$ cat src/rtl/subtractor_seq.sv
// Multi-cycle two's-complement subtractor: diff = a - b, one CHUNK-bit
// slice per clock, LSB first, with unsigned borrow and signed overflow.
module subtractor_seq #(
    parameter int WIDTH = 32,
    parameter int CHUNK = 8
) (
    input  logic             clock,
    input  logic             reset,
    input  logic             start,
    input  logic [WIDTH-1:0] a,
    input  logic [WIDTH-1:0] b,
    output logic             busy,
    output logic             done,
    output logic [WIDTH-1:0] diff,
    output logic             bout,
    output logic             overf
);

    localparam int N  = WIDTH / CHUNK;
    localparam int CW = (N > 1) ? $clog2(N) : 1;

    localparam logic [1:0] IDLE = 2'd0;
    localparam logic [1:0] RUN  = 2'd1;
    localparam logic [1:0] DONE = 2'd2;

    logic [1:0]       state;
    logic [WIDTH-1:0] a_q;
    logic [WIDTH-1:0] b_q;
    logic             carry;
    logic [CW-1:0]    cnt;

    logic [CHUNK-1:0] lo_sum;
    logic [1:0]       hi_sum;
    logic [CHUNK-1:0] slice;
    logic             last;
    logic             accept;

    // Operands shift right each slice, so the active slice is always bits [CHUNK-1:0].
    // The MSB of the slice is added separately to expose the carry into it.
    assign lo_sum = {1'b0, a_q[CHUNK-2:0]} + {1'b0, ~b_q[CHUNK-2:0]}
                  + CHUNK'(carry);
    assign hi_sum = {1'b0, a_q[CHUNK-1]} + {1'b0, ~b_q[CHUNK-1]}
                  + {1'b0, lo_sum[CHUNK-1]};
    assign slice  = {hi_sum[0], lo_sum[CHUNK-2:0]};
    assign last   = (cnt == CW'(N - 1));
    assign accept = start && (state == IDLE || state == DONE);

    always_ff @(posedge clock) begin
        if (reset) begin
            state <= IDLE;
            a_q   <= '0;
            b_q   <= '0;
            carry <= 1'b0;
            cnt   <= '0;
            busy  <= 1'b0;
            done  <= 1'b0;
            diff  <= '0;
            bout  <= 1'b0;
            overf <= 1'b0;
        end else begin
            done <= 1'b0;
            if (accept) begin
                a_q   <= a;
                b_q   <= b;
                carry <= 1'b1;
                cnt   <= '0;
                busy  <= 1'b1;
                state <= RUN;
            end else begin
                case (state)
                    RUN: begin
                        a_q   <= a_q >> CHUNK;
                        b_q   <= b_q >> CHUNK;
                        carry <= hi_sum[1];
                        cnt   <= cnt + 1'b1;
                        // New slice enters at the top; after N slices all are in place.
                        diff  <= WIDTH'({slice, diff} >> CHUNK);
                        if (last) begin
                            state <= DONE;
                            busy  <= 1'b0;
                            done  <= 1'b1;
                            bout  <= ~hi_sum[1];
                            overf <= lo_sum[CHUNK-1] ^ hi_sum[1];
                        end
                    end
                    default: state <= IDLE;
                endcase
            end
        end
    end

endmodule

$ cat config.mk
export PLATFORM = sky130hd
export DESIGN_NAME = subtractor_seq
export DESIGN_NICKNAME = d
export VERILOG_FILES = /design/src/rtl/subtractor_seq.sv
export SDC_FILE = /design/constraint.sdc
export NUM_CORES = 1
export LEC_CHECK = 0
export ABC_AREA = 1
export CORE_ASPECT_RATIO = 1.1
export CORE_MARGIN = 1
export CORE_UTILIZATION = 54
export DETAILED_ROUTE_END_ITERATION = 7
export GPL_TIMING_DRIVEN = 0
export PLACE_DENSITY = 0.85
export SYNTH_ARGS = -nofsm -noshare
export SYNTH_HDL_FRONTEND = slang
export SYNTH_SLANG_ARGS = --single-unit
$ cat constraint.sdc
create_clock -name clock -period 4.9 [get_ports clock]
set_input_delay 0.735 -clock clock [delete_from_list [all_inputs] [get_ports clock]]
set_output_delay 0.735 -clock clock [all_outputs]
set_load 0.03 [all_outputs]
# Word-level counts from Yosys, hierarchy flattened
# Index checks and enable logic that the tools add are counted.
classes:
  add_sub_neg: 5
  n_eq_ne: 4
  mux: 13
  bitwise_logic: 6
  n_reduce_logical: 10
op_table:
  columns: ["cell", "n"]
  rows:
  - ["$mux 32", 4]
  - ["$mux 1", 9]
  - ["$add 7x7->8", 1]
  - ["$add 8x1->8", 1]
  - ["$not 7->7", 1]
  - ["$eq 2x2->1 const B", 2]
  - ["$not 1->1", 4]
  - ["$reduce_and 2->1", 2]
  - ["$reduce_bool 2->1", 2]
  - ["$ne 3x3->1 const B", 1]
  - ["$reduce_and 3->1", 1]
  - ["$reduce_or 3->1", 1]
  - ["$add 1x1->2", 1]
  - ["$add 2x1->2", 1]
  - ["$add 2x1->2 const B", 1]
  - ["$eq 2x1->1 const B", 1]
  - ["$logic_not 2->1", 1]
  - ["$reduce_or 2->1", 1]
  - ["$logic_and 1x1->1", 1]
  - ["$logic_or 1x1->1", 1]
  - ["$xor 1x1->1", 1]
word_totals:
  regBits: 105
  in_bits: 67
  out_inout_bits: 36
  word_cells: 49

# Depth between registers and ports, before layout
# Gate-level depths: netlist (run 1).
logic_depth:
  depth_word: 6
  mapped_depth: 15
  depth_no_buf: 15

# Least setup slack after synthesis (run 1)
# No wires, ideal clock.
synth_path:
  path_kind: "register to register"
  start: "register a_q[0]"
  end: "register overf"
  setup_time_ns: 0.056
  t_arrival_ns: 1.920
  t_required_ns: 4.844
  slack_ns: 2.924
  stages_incl_launch_ff: 15
  cell_sequence: "dfxtp_1 -> inv_1 -> fa_1 -> inv_1 -> nand2_1 -> nand2_1 -> nand3_1 -> nand2_1 -> inv_1 -> fa_1 -> nor2_1 -> nand3_1 -> nand3_1 -> nand2_1 -> inv_1"
synth_between:
  elab_chain_cells: 4
synth_lines:
  columns: ["element", "line_no", "source"]
  rows:
  - ["from (decl)", "27", "logic [WIDTH-1:0] a_q;"]
  - ["from (signal assigned)", "72", "a_q <= a_q >> CHUNK;"]
  - ["$add 7x7->8 *", "40", "assign lo_sum = {1'b0, a_q[CHUNK-2:0]} + {1'b0, ~b_q[CHUNK-2:0]}"]
  - ["$add 8x1->8 *", "41", "+ CHUNK'(carry);"]
  - ["$add 2x1->2", "43", "+ {1'b0, lo_sum[CHUNK-1]};"]
  - ["$xor 1x1->1 *", "83", "overf <= lo_sum[CHUNK-1] ^ hi_sum[1];"]
  - ["to (signal assigned)", "83", null]
  - ["to (decl)", "16", "output logic overf"]
# Every way passes the cells marked *; elsewhere a longest branch is shown, timed or not.
# A chain may end at the register's enable or synchronous reset.

# Final worst setup path (run 1)
# Same ends and word-level chain as after synthesis.

==> metrics.cfg, run 1 <==
[status]
status = finished, final reports clean

[synthesis]
synth_seq_cells = 105
synth_area_per_cell_um2 = 8.21
ys_seq_area_frac = 0.471
synth_edf_count = 0
yosysTopAreaCellShare = 0.471
syn_inst = 544
yosys_most_used_dff = dfxtp_1
synth_cell_types = 32
synth_top_area_cell = dfxtp_1
synth_area_leaders = dfxtp_1, nand2_1, nor2_1
synthArstFlopShare = 0
syn_area_um2 = 4460
synth_nets = 621
yosys_warnings = 0

[cells_and_area]
post-route-util = 0.732
final_nets = 734
fin_cells = 770
final_layout_size_suffix_gt1_frac = 0.103
area_delta_synth_final_pct = 30.5
num_antenna_cells = 0

[placed_design]
dp_cells = 754
dp_hpwl_mm = 8.59
place_congestion = 0.846
portBuffers = 102

[clock_tree]
insertion_delay_ns = 0.37
cts-buffers-inserted = 9
cts.path.max_buffers = 2
hold_buffers = 0
cts_setup_buffers = 0
cts.sinks = 105
clockRootBuffer = clkbuf_8
htreeDepth = 3
clk_pin_slew_ns = 0.09
tritoncts = built
ctsResizeCount = 0

[setup_path]
crit_type = flop to flop
crit_arrival_ns = 2.57
endpoint_kind = flop
crit_required_ns = 5.21
cp-start-kind = flop
cp_max_fo = 3

[power]
power.total_mw = 1.98
power_density_nw_per_um2 = 339
ir_drop_mv = 0.200
power_leakage_nw = 2.40

[sta]
hold_slack_ns = 0.465
setup_violations = 0
min_period_over_period = 0.461
fin_crit_ns = 2.26
rsz0062_at_grt = no
max_freq_mhz = 442
hold_viol = 0
maxSlewViolCount = 0
fin_skew_ns = 0.0110
max_slew_margin = 0.623
tightest_slew_ns = 0.566
final.setup.tns_ns = 0

[die]
initial_utilization = 0.561
io_pins = 103
fp.dieH_um = 97.4
std_cell_rows = 34
core_um2 = 7960
fp.dieArea_um2 = 8630
die_w_um = 88.7

[global_route]
grt_use_total = 0.280
grt_overflow = 0
grt_max_degree = 17
antenna_found_initial = 0
grt_pass1_vias = 3997
grt_pass1_wl_mm = 18.5

[flow_run]
max-cap-violations = 0

[drt]
drtAntennaViolNets = 0
post_drt_wl_per_cell_um = 14.7
viasPerCell = 5.48
vias = 4216
drtPass1Iterations = 5
initialDrtViolationCount = 242
route.detailed.drc = 0
wirelength_mm = 11.3

[worst_hold_path]
worstHoldPathType = flop to flop

## final cells by class
cell class	instances	area, um^2
Fill cell	603	2130
Sequential cell	105	2100
Multi-Input combinational cell	370	2000
Timing Repair Buffer	102	1020
Buffer	37	240
Clock buffer	12	155
Tap cell	108	135
Inverter	32	125
Clock inverter	4	51.3
## per-stage QoR
step | area (um^2) | worst slack, ns
2_1_floorplan | 4460 | 2.92
3_3_place_gp | 5620 | 2.52
3_5_place_dp | 5620 | 2.50
4_1_cts | 5830 | 2.68
5_1_grt | 5830 | 2.50
6_report | 5830 | 2.64
## cells by family after synthesis
group,after synthesis,share of synthesized area
AOI/OAI and AO/OA,132,0.193
xor gates and xnor gates,3,0.00589
adders and majority gates,10,0.0331
buffers and inverters,69,0.0818
DFF,105,0.471
and+or+nand+nor,225,0.215
## report_power, final
| part | switching, mW | leakage [nW] | internal [mW] |
|---|---|---|---|
| clock | 0.286 | 0.103 | 0.264 |
| sequential | 0.0426 | 0.865 | 0.924 |
| combinational | 0.257 | 1.43 | 0.203 |
| total | 0.586 | 2.40 | 1.39 |
## cells in the final DEF (no fill, tap or decap), drive strengths merged, types with 2 or more instances in the layout
master         count
nand2            120
dfxtp            105
clkdlybuf4s50    102
nor2              69
o21ai             42
a21oi             36
inv               32
buf               26
clkbuf            23
a31oi             19
nor3              18
o221ai            11
or2               10
o211a              8
o211ai             8
a211oi             7
ha                 7
nand3              6
xnor2              3
fa                 3
nand3b             2
clkinv             2
## final timing paths
path              startpoint      end  slack (ns)  depth (start not counted)
setup / recovery      a_q[0]    overf        2.64                         14
hold / removal       b_q[31]  b_q[31]        0.46                          2
setup reg to reg      a_q[0]    overf        2.64                         14
hold reg to reg      b_q[31]  b_q[31]        0.46                          2
## routing by layer
layer  GRT usage  up-vias  wire (um)
met5           0        -          0
met4       0.114        0        291
met3      0.0586       26        818
met2       0.476      183       5710
met1       0.338     1970       4510
li1            -     2037          -
## cells in the mapped netlist, drive strengths merged, types with 3 or more instances
cell / n
nand2: 120
dfxtp: 105
nor2: 69
o21ai: 42
a21oi: 36
inv: 32
buf: 26
a31oi: 19
nor3: 18
clkbuf: 11
o221ai: 11
or2: 10
o211a: 8
o211ai: 8
a211oi: 7
ha: 7
nand3: 6
fa: 3
xnor2: 3
## flip-flops by register name, summed over array words and instances, names as in the netlist
name,flops
a_q,32
state,2
cnt,2
b_q,32
diff,32
done,1
carry,1
bout,1
busy,1
overf,1
## worst max-delay path: stages (launching register included)
cell and delay (ns):
dfxtp_1 0.35, inv_1 0.07, fa_1 0.41, inv_1 0.10
nand2_1 0.06, nand2_1 0.09, nand3_1 0.10, nand2_1 0.10
inv_1 0.06, fa_1 0.37, nor2_1 0.18, nand3_1 0.10
nand3_1 0.10, nand2_1 0.06, inv_1 0.06
Note: power is estimated with default switching activity, not from simulation.
==> inputs of run 2 (changes only) <==
--- a/config.mk
+++ b/config.mk
@@ -8,10 +8,10 @@
 export ABC_AREA = 1
 export CORE_ASPECT_RATIO = 1.1
 export CORE_MARGIN = 1
-export CORE_UTILIZATION = 54
+export CORE_UTILIZATION = 45
 export DETAILED_ROUTE_END_ITERATION = 7
 export GPL_TIMING_DRIVEN = 0
-export PLACE_DENSITY = 0.85
+export PLACE_DENSITY = 0.76
 export SYNTH_ARGS = -nofsm -noshare
 export SYNTH_HDL_FRONTEND = slang
 export SYNTH_SLANG_ARGS = --single-unit
==> constraint.sdc (replaced) <==
create_clock -name clock -period 1.9 [get_ports clock]
set_input_delay 0.285 -clock clock [delete_from_list [all_inputs] [get_ports clock]]
set_output_delay 0.285 -clock clock [all_outputs]
set_load 0.03 [all_outputs]
==> metrics.cfg, run 2 (synthesis gave the netlist of run 1 again) <==
[cells_and_area]
nFillCells = 806  ; +34%
final_common_cell = nand2_1
most-common-layout-cells = nand2_1, clkdlybuf4s50_1, dfxtp_1
final_nets = 745  ; +1.5%
post-route-util = 0.634  ; -0.0983
final_layout_size_suffix_gt1_frac = 0.167  ; +0.0639
fin_cells = 789  ; +2.5%
stdcell_area_um2 = 6020  ; +3.3%
area_delta_synth_final_pct = 34.8
num_antenna_cells = 0  ; unchanged
reg_top3 = a_q x32, b_q x32, diff x32

[status]
failed_checks = negative setup slack
status = finished with violations

[power]
ir_drop_mv = 0.470  ; +140%
power_density_nw_per_um2 = 864  ; +150%
power_leakage_nw = 2.43  ; +1.5%
power.total_mw = 5.20  ; +160%

[setup_path]
slowest_stage = fa_2
crit_top_cell = inv_2
cp_num_buf_inv = 5  ; +1
crit_type = flop to flop
endpoint_kind = flop
r2r-start = a_q[0]
slowest_delay_ns = 0.37  ; -0.04 ns
crit_required_ns = 2.17  ; -3.04 ns
crit_start = a_q[0]
cp-start-kind = flop
crit_chain = inv_2, fa_2, inv_2, nand2_2, nand2_2, nand3_2, nand2_2, inv_2, fa_2, inv_2, nor2_1, nand2_1, nand3_1, nand2_1, inv_1
crit_family = adder cells
cp_max_fo = 2  ; -1
crit_arrival_ns = 2.25  ; -0.32 ns

[drt]
post_drt_wl_per_cell_um = 15.3  ; +4.1%
vias = 4164  ; -1.2%
wirelength_mm = 12.1  ; +6.7%
route.detailed.drc = 0  ; unchanged
viasPerCell = 5.28  ; -3.6%
initialDrtViolationCount = 226  ; -6.6%
drtPass1Iterations = 5  ; unchanged
drtAntennaViolNets = 0  ; unchanged

[global_route]
grt_pass1_wl_mm = 19.1  ; +3.1%
grt_overflow = 0  ; unchanged
grt_use_total = 0.232  ; -0.0476
antenna_found_initial = 0  ; unchanged
grt_pass1_vias = 4048  ; +1.3%
grt_max_degree = 17  ; unchanged

[sta]
max_slew_margin = 0.632  ; +0.00949
setup_ws_ns = -0.0795  ; -2.72 ns
hold_slack_ns = 0.463  ; -0.00174 ns
setup_violations = 2  ; +2
final.setup.tns_ns = -0.101  ; -0.101 ns
fin_crit_ns = 1.98  ; -0.281 ns
tightest_slew_ns = 0.552  ; -0.0142 ns
hold_viol = 0  ; unchanged
min_period_over_period = 1.04  ; +0.580
fin_skew_ns = 0.0111  ; +0.0000561 ns
maxSlewViolCount = 0  ; unchanged
rsz0062_at_grt = yes
max_freq_mhz = 505  ; +14%

[flow_run]
max-cap-violations = 0  ; unchanged

[clock_tree]
cts.sinks = 105  ; unchanged
cts-buffers-inserted = 9  ; unchanged
tritoncts = built
insertion_delay_ns = 0.38  ; about the same
hold_buffers = 0  ; unchanged
clk_pin_slew_ns = 0.09  ; about the same
clockRootBuffer = clkbuf_8
cts.path.max_buffers = 2  ; unchanged
htreeDepth = 3  ; unchanged

[die]
core_um2 = 9490  ; +19%
initial_utilization = 0.470  ; -0.0908
fp.dieArea_um2 = 10300  ; +20%
std_cell_rows = 37  ; +8.8%
io_pins = 103  ; unchanged
fp.dieH_um = 106  ; +9.4%
die_w_um = 97.0  ; +9.3%

[placed_design]
dp_hpwl_mm = 8.78  ; +2.3%
place_ws_ns = -0.134  ; -2.63 ns
dp_cells = 763  ; +1.2%
place_area_um2 = 5640  ; +0.38%
portBuffers = 102  ; unchanged
place_congestion = 0.863  ; +2.0%

[worst_hold_path]
min_from = b[31]
worstHoldPathType = input pin to flop

-- run 2: cell types whose count changed in the layout (fill, tap and decap cells not counted), sizes merged --
cell	before	now
clkinv	2	1
clkbuf	23	21
buf	26	37
clkinvlp	1	3
-- run 2: final cells by class --
type / count / area, um^2 / share of cell area
flip-flops and latches: 105 / 2110 / 0.351
multi-input cells: 370 / 2100 / 0.350
repair buffers: 113 / 1100 / 0.183
plain buffers: 37 / 240 / 0.0399
well taps: 117 / 146 / 0.0243
clock buffers: 10 / 128 / 0.0212
inverters: 32 / 128 / 0.0212
clock inverters: 5 / 57.6 / 0.00956
-- run 2: worst reg2reg max path, stage by stage (launching register included) --
cell	delay, ns
dfxtp_2	0.34
inv_2	0.04
fa_2	0.37
inv_2	0.07
nand2_2	0.05
nand2_2	0.08
nand3_2	0.08
nand2_2	0.08
inv_2	0.04
fa_2	0.35
inv_2	0.07
nor2_1	0.04
nand2_1	0.07
nand3_1	0.07
nand2_1	0.07
inv_1	0.04
-- run 2: report_power, final --
part | internal [mW] | leakage, nW | total (mW) | switching [mW]
clock | 0.600 | 0.0844 | 1.37 | 0.767
sequential | 2.39 | 0.867 | 2.50 | 0.117
combinational | 0.609 | 1.48 | 1.33 | 0.720
-- run 2: per-layer routing --
layer  routed length [um]  track usage  share of wire
met2                 5960        0.408           0.49
met5                    0            0              0
met1                 5110        0.275           0.42
met4                  360        0.118          0.030
met3                  653       0.0342          0.054
-- run 2: worst paths after layout --
path	endpoint	slack, ns	cells past startpoint
worst max-delay path	overf	-0.08	15
worst min-delay path	b_q[31]	0.46	3
worst max register to register	overf	-0.08	15
worst min register to register	a_q[24]	0.47	2
-- run 2: timing repair --
| item | in CTS | in global routing |
|---|---|---|
| pin swaps | 6 | 3 |
| setup endpoints to repair | 4 | 5 |
| resized for setup | 9 | 17 |
| gates cloned | 0 | 0 |
| setup buffers | 9 | 3 |
==> inputs of run 3 (changes only) <==
--- a/config.mk
+++ b/config.mk
@@ -11,6 +11,7 @@
 export CORE_UTILIZATION = 45
 export DETAILED_ROUTE_END_ITERATION = 7
 export GPL_TIMING_DRIVEN = 0
+export HOLD_SLACK_MARGIN = 0.1
 export PLACE_DENSITY = 0.76
 export SYNTH_ARGS = -nofsm -noshare
 export SYNTH_HDL_FRONTEND = slang
==> results of run 3 <==
Same layout as run 2: the final DEF is identical, and so are final timing and power.
==> RTL change 1, RTL diff (config.mk and constraints of run 3) <==
Make the reset (`reset`) asynchronous in one clocked block.
--- a/src/rtl/subtractor_seq.sv
+++ b/src/rtl/subtractor_seq.sv
@@ -47,3 +47,3 @@
 
-    always_ff @(posedge clock) begin
+    always_ff @(posedge clock or posedge reset) begin
         if (reset) begin
Formal check against the unedited RTL: differs if reset is asserted again (counterexample within 4 cycles, from zero or initial values and one cycle with reset high); with reset held inactive, the same outputs for 10 cycles.
==> RTL change 1 against run 3 <==
  * The flow finishes with violations (design-rule violations, negative setup slack)
  * Area after synthesis rose by 1.6%
  * Die area grew 1.5%
  * Setup slack improved by 0.050 ns
  * Count of clock-buffer cells in the layout rose by 3
  * Design area rose by 2.0%
  * Sequential cell count did not move
  * Wire length shrank 5.7%
  * Largest cell class unchanged
Power is not compared: it rests on default switching activity, and its combinational part moved more than twofold at a synthesized area within 25%.
==> RTL change 1: results (changes against run 3) <==
[routing]
wl_met1_um=4760  ; was 5110 µm
wl_per_cell_um=15.3  ; about the same
drtIter0Drc=242  ; was 226
routed_wl_um=11400  ; was 12,100 µm
met2_length_um=5870  ; was 5960 µm
dr.pass1.iters=7  ; was 5
drc=14  ; was 0
wl_met3_um=568  ; was 653 µm
vias=3841  ; was 4,164

[global_route]
grt_pass1_vias=3903  ; was 4,048
grt_pass1_wl_um=18500  ; was 19,100 µm
grt_max_degree=44  ; was 17
grt_overflow=0  ; unchanged

[timing]
worst_pin_slew_ns=0.586  ; was 0.552 ns
setup_tns_ns=-0.0536  ; was -0.101 ns
setup_slack_ns=-0.0297  ; was -0.0795 ns
skew_ns=0.0113  ; was 0.0111 ns
setup_violations=2  ; unchanged

[synthesis]
async_flop_share=1.00  ; was 0
yosys-top-cells-area=dfrtp_1 58%, nand2_1 12%, inv_1 5.1%  ; was dfxtp_1 47%, nand2_1 9.9%, nor2_1 5.0%
synth.distinct_cells=26  ; was 32
yosys.area.top_type_share=0.579  ; was 0.471
ys_seq_area_frac=0.579  ; was 0.471
syn-num-nets=568  ; was 621
syn_avg_cell_area_um2=9.23  ; was 8.21 µm²

[final_layout]
nNetsFinal=695  ; was 745
drive_gt1_frac=0.125  ; was 0.167

[worst_setup_path]
crit_start=carry$_DFFE_PP0N_  ; was a_q[0]$_SDFFE_PP0N_
cp_max_fo=3  ; was 2
slowest_delay_ns=0.52  ; was 0.37 ns
r2r-end=diff[31]$_DFFE_PP0P_  ; was overf$_SDFFE_PP0P_
endpoint=diff[31]$_DFFE_PP0P_  ; was overf$_SDFFE_PP0P_

[place]
place_hpwl_um=8140  ; was 8780 µm
gp_congestion=0.858  ; was 0.863

[cts]
clk-insertion-delay-late_ns=0.36  ; was 0.38 ns
cts-buffers-inserted=9  ; unchanged

[outcome]
outcome=finished, violations left  ; unchanged
violations=design-rule violations, negative setup slack  ; was negative setup slack

[worst_hold_path]
hold_path.class=input pin to asynchronous set/reset pin  ; was input pin to flop

[RTL change 1: worst max-delay path, delay by kind of cell, from the launching register on]
kind | cells | cell delay [ns]
DFF | 1 | 0.36
buffers and inverters | 3 | 0.18
adders and majority gates | 2 | 0.90
AOI/OAI and AO/OA | 1 | 0.05
and+or+nand+nor | 4 | 0.33
[RTL change 1: layer usage]
layer,vias to the layer above,GRT usage
met5,-,0
met4,0,0.0725
met3,16,0.0448
met2,133,0.413
met1,1836,0.271
li1,1856,-
[RTL change 1: cell type report]
type / instances / area [µm²] / share of cell area
Timing Repair Buffer: 116 / 1150 / 0.188
Tap cell: 120 / 150 / 0.0245
Buffer: 25 / 148 / 0.0241
Multi-Input combinational cell: 296 / 1600 / 0.260
Clock buffer: 13 / 169 / 0.0275
Sequential cell: 105 / 2630 / 0.428
Clock inverter: 3 / 47.5 / 0.00775
Inverter: 65 / 248 / 0.0404
[RTL change 1: stage by stage]
step            util  hold WS (ns)  cell area [µm²]  worst slack, ns
2_1_floorplan      -         0.406             4540           0.0261
3_3_place_gp   0.580         0.453             5710           -0.633
3_5_place_dp   0.584         0.458             5750           -0.136
6_report       0.623         0.322             6140          -0.0297
4_1_cts        0.619         0.336             6090          -0.0157
5_1_grt        0.623         0.360             6140           -0.111
[RTL change 1: cell families (layout without fill, tap and decap cells)]
family                   after synthesis  after routing  synth area share
AND/OR/NAND/NOR                      185            185             0.162
buffers and inverters                 90            222            0.0864
adder cells (fa/ha/maj)               10             10            0.0326
AO/OA/AOI/OAI                        101            101             0.140
flip-flops                           105            105             0.579
[RTL change 1: timing repair]
item                                    in CTS  in global routing
buffers inserted                             9                  3
endpoints found under the setup margin       4                  4
pin swaps                                    7                  3
cloned                                       0                  0
resized for setup                           13                  6
==> RTL change 2, RTL diff (settings of run 3) <==
Without the edit above. Set the parameter `WIDTH` to 64 (it was 32).
--- a/src/rtl/subtractor_seq.sv
+++ b/src/rtl/subtractor_seq.sv
@@ -3,3 +3,3 @@
 module subtractor_seq #(
-    parameter int WIDTH = 32,
+    parameter int WIDTH = 64,
     parameter int CHUNK = 8
Ports: changed (resized a, b and diff); port bits go from 103 to 199. The function was not compared with the original's and may differ.
==> RTL change 2 against run 3 <==
  * The run still ends with negative setup slack left
  * Design area is 88% higher
  * Power is 120% higher
  * Non-clock buffer count up 130
  * Sequential cell count increased by 97
  * Die area is 81% higher
  * Setup slack worse by 0.056 ns
  * Final cell count rose by 94%
  * Combinational power increased by 69%
  * Wire length increased by 100%
  * Area after synthesis grew 83%
  * Critical path type unchanged
  * Largest cell class unchanged
==> RTL change 2: results (changes against run 3) <==
[timing]
skew_ns=0.00789  ; was 0.0111 ns
worst_hold_slack_ns=0.358  ; was 0.463 ns
maxSlewHeadroom=0.623  ; was 0.632
setup_violations=1  ; was 2
setup_slack_ns=-0.136  ; was -0.0795 ns

[power]
p_seq_frac=0.424  ; was 0.481
switching_power_w=0.00323  ; was 0.00160 W
p_leak_nw=4.54  ; was 2.43 nW
ir_worst_vdd_v=0.000660  ; was 0.000470 V

[routing]
wl_per_cell_um=15.9  ; was 15.3 µm
vias=7907  ; was 4,164

[final_layout]
design.seq.count=202  ; was 105
nNetsFinal=1418  ; was 745
reg.largest.list=a_q: 64 flops, b_q: 64 flops, diff: 64 flops  ; was a_q: 32 flops, b_q: 32 flops, diff: 32 flops

[worst_hold_path]
hp-start=a[63]  ; was b[31]

[outcome]
outcome=finished, violations left  ; unchanged
violations=negative setup slack  ; unchanged

[worst_setup_path]
crit_start=carry$_SDFFE_PP0N_  ; was a_q[0]$_SDFFE_PP0N_
slowest_delay_ns=0.40  ; was 0.37 ns

[synthesis]
synth_compound_area_frac=0.214  ; was 0.193
synth.distinct_cells=33  ; was 32
synth_commonest_cells=212 x nand2_1, 202 x dfxtp_1, 153 x o21ai_0  ; was 118 x nand2_1, 105 x dfxtp_1, 59 x nor2_1

[cts]
clk-insertion-delay-late_ns=0.50  ; was 0.38 ns

[place]
place_inst=1487  ; was 763
io_buffers=197  ; was 102

RTL change 2: cell count changes in the layout (fill, tap and decap cells not counted), moves of 15 or more:
cell / run 3 / this run
a21oi_1: 34 / 63
a221oi_1: 0 / 38
buf_2: 11 / 43
clkbuf_1: 12 / 33
clkbuf_16: 0 / 23
clkdlybuf4s50_1: 102 / 192
dfxtp_1: 98 / 200
inv_1: 18 / 61
nand2_1: 115 / 208
nor2_1: 56 / 146
nor3_1: 18 / 3
o21ai_0: 41 / 153
RTL change 2: cell families after synthesis:
group / count (synthesis)
AND/OR/NAND/NOR: 387
flip-flops: 202
adder cells (fa/ha/maj): 11
XOR/XNOR: 4
AO/OA/AOI/OAI: 298
buffers and inverters: 150
RTL change 2: critical path, delay by kind of cell, from the launching register on:
family	cells	cell delay [ns]
adders and majority gates	2	0.78
DFF	1	0.33
buffers and inverters	4	0.22
and+or+nand+nor	8	0.64
